### config.mk
export PLATFORM = sky130hd
export DESIGN_NAME = esc_pwm_quad
export DESIGN_NICKNAME = d
export VERILOG_FILES = /design/src/rtl/esc_pwm_quad.sv
export SDC_FILE = /design/constraint.sdc
export NUM_CORES = 1
export LEC_CHECK = 0
export BUFFER_PORTS_ARGS = -buffer_cell sky130_fd_sc_hd__buf_2
export CAP_MARGIN = 20
export CORE_MARGIN = 10
export CORE_UTILIZATION = 50
export CTS_BUF_LIST = sky130_fd_sc_hd__clkbuf_8
export DETAILED_ROUTE_END_ITERATION = 12
export PLACE_DENSITY = 0.76
export SLEW_MARGIN = 5
export SYNTH_ARGS = -nofsm -noshare
export SYNTH_HDL_FRONTEND = slang
export SYNTH_SLANG_ARGS = --single-unit
### constraint.sdc
create_clock -name clk -period 4.05 [get_ports clk]
set_clock_uncertainty 0.2 [all_clocks]
set_input_delay 0.405 -clock clk [delete_from_list [all_inputs] [get_ports clk]]
set_output_delay 0.405 -clock clk [all_outputs]
set_load 0.05 [all_outputs]
### src/rtl/esc_pwm_quad.sv
`default_nettype none
// ============================================================================
// esc_pwm_quad : four-channel ESC PWM generator with frame-aligned speed update
//                and an arming sequence of minimum-width frames.
// Revision     : 1.0
// ============================================================================
module esc_pwm_quad #(
  parameter logic [20:0] PERIOD      = 21'd1_000_000,
  parameter logic [16:0] MIN_PULSE   = 17'd50000,
  parameter logic [4:0]  SPD_GAIN    = 5'd24,
  parameter logic [3:0]  ARM_PERIODS = 4'd8
) (
  input  logic        clk,
  input  logic        rst,
  input  logic [10:0] frnt_spd,
  input  logic [10:0] bck_spd,
  input  logic [10:0] lft_spd,
  input  logic [10:0] rght_spd,
  input  logic        spd_vld,
  input  logic        en,
  output logic        spd_ack,
  output logic        frnt_pwm,
  output logic        bck_pwm,
  output logic        lft_pwm,
  output logic        rght_pwm,
  output logic        frame_start,
  output logic        armed
);

  localparam logic [19:0] c_cnt_last = 20'(PERIOD - 21'd1);

  typedef enum logic [1:0] {
    ST_DISARMED = 2'd0,
    ST_ARMING   = 2'd1,
    ST_RUN      = 2'd2
  } state_t;

  state_t             state_q, state_d;
  logic [19:0]        cnt_q, cnt_d;
  logic [3:0]         arm_cnt_q, arm_cnt_d;
  logic               frame_start_q, frame_start_d;
  logic               spd_ack_q, spd_ack_d;
  logic               armed_q, armed_d;
  logic               pend_q, pend_d;
  logic [3:0][10:0]   pend_spd_q, pend_spd_d;
  logic [3:0][10:0]   act_spd_q, act_spd_d;
  logic [3:0][16:0]   width_q, width_d;
  logic [3:0]         pwm_q, pwm_d;

  logic               boundary;
  logic [3:0][10:0]   spd_in;
  logic [16:0]        pulse_len;

  // Channel order throughout: 0 front, 1 back, 2 left, 3 right.
  assign spd_in = {rght_spd, lft_spd, bck_spd, frnt_spd};

  always_comb begin
    boundary      = (cnt_q == c_cnt_last);
    cnt_d         = boundary ? 20'd0 : cnt_q + 20'd1;
    frame_start_d = (cnt_d == 20'd0);
    spd_ack_d     = spd_vld;
    pend_spd_d    = spd_vld ? spd_in : pend_spd_q;
    pend_d        = pend_q;
    act_spd_d     = act_spd_q;

    // A capture landing on the boundary cycle bypasses the pending buffer.
    if (boundary) begin
      if (spd_vld) begin
        act_spd_d = spd_in;
        pend_d    = 1'b0;
      end else if (pend_q) begin
        act_spd_d = pend_spd_q;
        pend_d    = 1'b0;
      end
    end else if (spd_vld) begin
      pend_d = 1'b1;
    end
  end

  always_comb begin
    state_d   = state_q;
    arm_cnt_d = arm_cnt_q;
    if (boundary) begin
      case (state_q)
        ST_DISARMED: begin
          if (en) begin
            state_d   = ST_ARMING;
            arm_cnt_d = 4'd0;
          end
        end
        ST_ARMING: begin
          arm_cnt_d = arm_cnt_q + 4'd1;
          if (!en) begin
            state_d = ST_DISARMED;
          end else if (({1'b0, arm_cnt_q} + 5'd1) == {1'b0, ARM_PERIODS}) begin
            state_d = ST_RUN;
          end
        end
        ST_RUN: begin
          if (!en) begin
            state_d = ST_DISARMED;
          end
        end
        default: state_d = ST_DISARMED;
      endcase
    end
    armed_d = (state_d == ST_RUN);
  end

  always_comb begin
    pulse_len = MIN_PULSE;
    width_d   = width_q;
    pwm_d     = pwm_q;
    for (int i = 0; i < 4; i++) begin
      width_d[i] = MIN_PULSE + 17'(act_spd_q[i]) * 17'(SPD_GAIN);
      pulse_len  = (state_q == ST_RUN) ? width_q[i] : MIN_PULSE;
      if (boundary) begin
        pwm_d[i] = (state_d != ST_DISARMED);
      end else if ((cnt_q + 20'd1) == {3'b000, pulse_len}) begin
        pwm_d[i] = 1'b0;
      end
    end
  end

  always_ff @(posedge clk) begin
    if (rst) begin
      state_q       <= ST_DISARMED;
      cnt_q         <= 20'd0;
      arm_cnt_q     <= 4'd0;
      frame_start_q <= 1'b0;
      spd_ack_q     <= 1'b0;
      armed_q       <= 1'b0;
      pend_q        <= 1'b0;
      pend_spd_q    <= '0;
      act_spd_q     <= '0;
      width_q       <= '0;
      pwm_q         <= 4'd0;
    end else begin
      state_q       <= state_d;
      cnt_q         <= cnt_d;
      arm_cnt_q     <= arm_cnt_d;
      frame_start_q <= frame_start_d;
      spd_ack_q     <= spd_ack_d;
      armed_q       <= armed_d;
      pend_q        <= pend_d;
      pend_spd_q    <= pend_spd_d;
      act_spd_q     <= act_spd_d;
      width_q       <= width_d;
      pwm_q         <= pwm_d;
    end
  end

  assign spd_ack     = spd_ack_q;
  assign frame_start = frame_start_q;
  assign armed       = armed_q;
  assign frnt_pwm    = pwm_q[0];
  assign bck_pwm     = pwm_q[1];
  assign lft_pwm     = pwm_q[2];
  assign rght_pwm    = pwm_q[3];

endmodule
`default_nettype wire

# --- After elaboration in Yosys (flattened, before gate mapping) ---
# Index checks and enable logic that the tools add are counted.
op_classes:
  n_addsub: 7
  n_reduce_logical: 12
  n_eq_ne: 10
  n_mul: 4
  mux: 23
op_table:
  columns: ["cell", "count"]
  rows:
  - ["two-way mux 44 bit", 2]
  - ["== test 20 x 17 -> 1 bit", 4]
  - ["adder 16 x 16 -> 17 bit, first input constant", 4]
  - ["two-way mux 17 bit", 4]
  - ["multiplier 11 x 2 -> 13 bit, second input constant", 4]
  - ["adder 20 x 1 -> 20 bit, second input constant", 1]
  - ["== test 20 bit, second input constant", 1]
  - ["zero test 20 bit", 1]
  - ["two-way mux 20 bit", 1]
  - ["nonzero test 2 bit", 7]
  - ["two-way mux 2 bit", 5]
  - ["two-way mux 1 bit", 8]
  - ["case mux 4 bit (2 select lines)", 1]
  - ["case mux 2 bit (3 select lines)", 1]
  - ["adder 4 x 1 -> 5 bit, second input constant", 1]
  - ["== test 5 x 4 -> 1 bit, second input constant", 1]
  - ["adder 4 x 1 -> 4 bit, second input constant", 1]
  - ["== test 2 bit, second input constant", 2]
  - ["two-way mux 4 bit", 1]
  - ["AND reduction 3 bit", 1]
  - ["== test 2 x 1 -> 1 bit, second input constant", 1]
  - ["zero test 2 bit", 1]
  - ["inequality test 2 bit, second input constant", 1]
  - ["AND reduction 2 bit", 1]
  - ["OR reduction 2 bit", 1]
word_totals:
  inputBits: 48
  out_inout_bits: 7
  reg_bits: 190
  wordCells: 79

# --- Longest topological paths before layout ---
logic_depth:
  depth_word: 8
  mapped_depth: 10
  depth_no_buf: 9

# --- Worst setup path before layout ---
# OpenSTA, ideal clock, no wires.
synth_path:
  kind: "reg-to-reg"
  startpoint: "reg act_spd_q[12] (netlist bit)"
  endpoint: "reg width_q[32] (netlist bit)"
  path_stages_with_launch: 10
  period_less_slack_ps: 2917
  path_slack_ps: 1133
  setup_ps: 121
  arrival_ps: 2596
  n_path_buf: 0
  required_time_ps: 3729
  path_cell_list: "dfxtp_1 -> ha_1 -> fa_1 -> a21o_1 -> a211o_1 -> a211oi_1 -> o21ai_0 -> xnor2_1 -> a21boi_1 -> mux2_2"
synth_via:
  elab_chain_len: 2
synth_lines:
  columns: ["item", "line_no", "text"]
  rows:
  - ["from (decl)", "46", "logic [3:0][10:0] act_spd_q, act_spd_d;"]
  - ["from (signal assigned)", "147", "act_spd_q <= act_spd_d;"]
  - ["multiplier 11 x 2 -> 13 bit", "115", "width_d[i] = MIN_PULSE + 17'(act_spd_q[i]) * 17'(SPD_GAIN);"]
  - ["adder 16 x 16 -> 17 bit", "115", null]
  - ["to (signal assigned)", "148", "width_q <= width_d;"]
  - ["to (decl)", "47", "logic [3:0][16:0] width_q, width_d;"]
# No other way between the ends.
# A chain may end at the register's enable or synchronous reset.

# --- Worst setup path in the final report ---
# Same ends and word-level chain as after synthesis.

==> metrics <==
# resized after CTS 0; syn_nets 1337; Tot GR Track Use 0.1807; vias post-DR 9204; DRC Markers 0; root buf cell clkbuf_8; Commonest cells post-synth nor2_1 (194), dfxtp_1 (178), a211oi_1 (61); status complete, no violations; number of max-cap violations 0; nets 1403; Pins Over Slew Limit 0; final setup vio count 0; core box area 20960 um2; Crit. End Element register; Hold Startpoint bck_spd[2]; clock sink count 178; Area growth syn-to-layout 12.11%; cell area after synthesis 10630 um2; Rows 53; minimum clock period 3201 ps; endpoint with the worst hold slack pend_spd_q[13]$_SDFFE_PP0P_; critical path type register to register; yosys warns 0; final antenna-violating net count 0; Initial Util 0.5072; Seq/Total Area, Yosys 0.3353; Post-Syn Instances 1231; global-route wire length before repair 42730 um; TritonCTS clock tree done; Tot Pwr 3299 uW; RSZ-0062 raised after global routing false; drt first pass iters 5; Hold Path Depth 3; largest net degree at the start of global routing 105; Critical Path Fanout Max 4; Final Cycle Share 0.7904; Vias per Instance 5.807; fmax 312.4 MHz; Routed Wire Length 25520 um; HPWL Detailed 18680 um; mean post-synth cell area 8.634 um2; Routability Congestion 0.9957; num ports 55; placed cells 1514; Fill cells 1905; Lkg Pwr 0.004811 uW; Inserted Diodes 0; Die Wd 165.8 um; reg2reg path depth 9; ys async rst share 0; CP Data Arrival Time 3370 ps; port buffer count 54; final hold vios 0; Post-synth EDFFs 0; Max IR drop VDD 0.1918 mV; Reg clk slew, reported paths 100 ps; Clk Latency, worst-skew pair 480 ps; R2R Setup Slk 850 ps; Req. time, crit path 4220 ps; Min-Delay Path Class primary input to register; Initial DRC Count 635; reg2reg start act_spd_q[12]$_SDFFE_PP0P_; PwrDens 276.8 nW/um2; initial antenna violation count 0; CP Launch Type register; Hold Slack 14.48 ps; total congestion overflow 0; ys flop type dfxtp_1; Die Ht 165.8 um; Yosys reg bits 178; share of cells above drive strength 1 0.1092; dominant cell type by area after synthesis dfxtp_1; relative slew slack 0.3182; dominant cells by area after synthesis dfxtp_1 (34%), nor2_1 (6.9%), ha_1 (6.4%); Die ar. 27490 um2; most frequent cell after synthesis nor2_1; Num CTS Buffers 17; routed len/inst 16.10 um; Synth cell types 89; R2R Path End width_q[32]$_SDFF_PP0_; setup TNS 0 ps; post-synth top area share 0.3353; Worst Tran Pin Value 1023 ps; post-route insts no fill 1585; clk buf depth 2; vias in the first global route 8694; # H-tree levels 4
[critical path, stage by stage, from the launching register on]
cell and delay, ps:
dfxtp_1 380, ha_1 240, fa_1 410, a21o_1 190
a211o_1 320, a211oi_1 330, o21ai_0 170, xnor2_1 300
a21boi_1 220, mux2_2 350
[metrics by stage]
| stage | setup slack [ps] | utilization | area, um2 |
|---|---|---|---|
| floorplan | 1133 | - | 10630 |
| global placement | 983.7 | 0.5303 | 11110 |
| detailed placement | 897.1 | 0.5303 | 11110 |
| CTS | 872.3 | 0.5687 | 11920 |
| global route | 517.7 | 0.5687 | 11920 |
| finish | 848.7 | 0.5687 | 11920 |
[power breakdown]
group / switching [uW] / internal, uW / leakage, uW / total, uW
registers: 24.5 / 1790 / 0.00145 / 1820
clock network: 743 / 540 / 0.000210 / 1280
logic: 105 / 94.1 / 0.00315 / 199
total: 872 / 2430 / 0.00481 / 3300
[metal layers]
metal | global-route usage | share of wire
met5 | 0 | 0
met4 | 0.07126 | 0.024
met1 | 0.2442 | 0.48
met3 | 0.02982 | 0.054
met2 | 0.2806 | 0.45
[how the worst max path moves through the flow]
stage                          startpoint                endpoint  slack (ps)  cells past startpoint
3_5_place_dp   act_spd_q[12]$_SDFFE_PP0P_  width_q[32]$_SDFF_PP0_         900                      9
4_1_cts        act_spd_q[12]$_SDFFE_PP0P_  width_q[32]$_SDFF_PP0_         870                      9
3_3_place_gp   act_spd_q[12]$_SDFFE_PP0P_  width_q[32]$_SDFF_PP0_         980                      9
5_1_grt        act_spd_q[23]$_SDFFE_PP0P_  width_q[49]$_SDFF_PP0_         520                      9
2_1_floorplan  act_spd_q[12]$_SDFFE_PP0P_  width_q[32]$_SDFF_PP0_        1130                      9
6_report       act_spd_q[12]$_SDFFE_PP0P_  width_q[32]$_SDFF_PP0_         850                      9
[flip-flops by register name, indices dropped and copies added (netlist names), 2 cells and up]
signal and count:
state_q 2, arm_cnt_q 4, pend_spd_q 44, act_spd_q 44
width_q 56, cnt_q 20, pwm_q 4
[area by class of cell]
cell class	instances	area, um2	area share
Multi-Input combinational cell	952	6644	0.5575
Sequential cell	178	3563	0.2990
Timing Repair Buffer	108	800.8	0.06720
Tap cell	275	344.1	0.02887
Clock buffer	18	247.7	0.02079
Clock inverter	14	166.4	0.01396
Inverter	40	150.1	0.01260
[cells in the final DEF (no fill, tap or decap), types with 14 or more instances in the layout]
cell type | netlist | final
a211oi_1 | 61 | 61
a21oi_1 | 57 | 57
a31oi_1 | 15 | 15
buf_2 | 13 | 53
buf_4 | 3 | 14
clkbuf_8 | 0 | 18
dfxtp_1 | 178 | 178
dlygate4sd3_1 | 0 | 39
ha_1 | 54 | 54
inv_1 | 39 | 39
mux2i_1 | 51 | 51
nand2_1 | 58 | 58
nand3_1 | 33 | 33
nor2_1 | 194 | 194
nor2b_1 | 17 | 16
nor3_1 | 47 | 47
o21ai_0 | 46 | 46
xnor2_1 | 55 | 55
xor2_1 | 27 | 27
[cell families after synthesis]
family	share of synthesized area
AOI/OAI and AO/OA	0.1958
xor gates and xnor gates	0.09300
adders and majority gates	0.07110
buffers and inverters	0.04038
DFF	0.3353
muxes	0.05227
and+or+nand+nor	0.2122
[timing repair]
item,in CTS,in global routing
endpoints found under the hold margin,39,0
setup buffers,0,0
hold buffers,39,0
No activity file was read; power rests on OpenSTA's default activity.
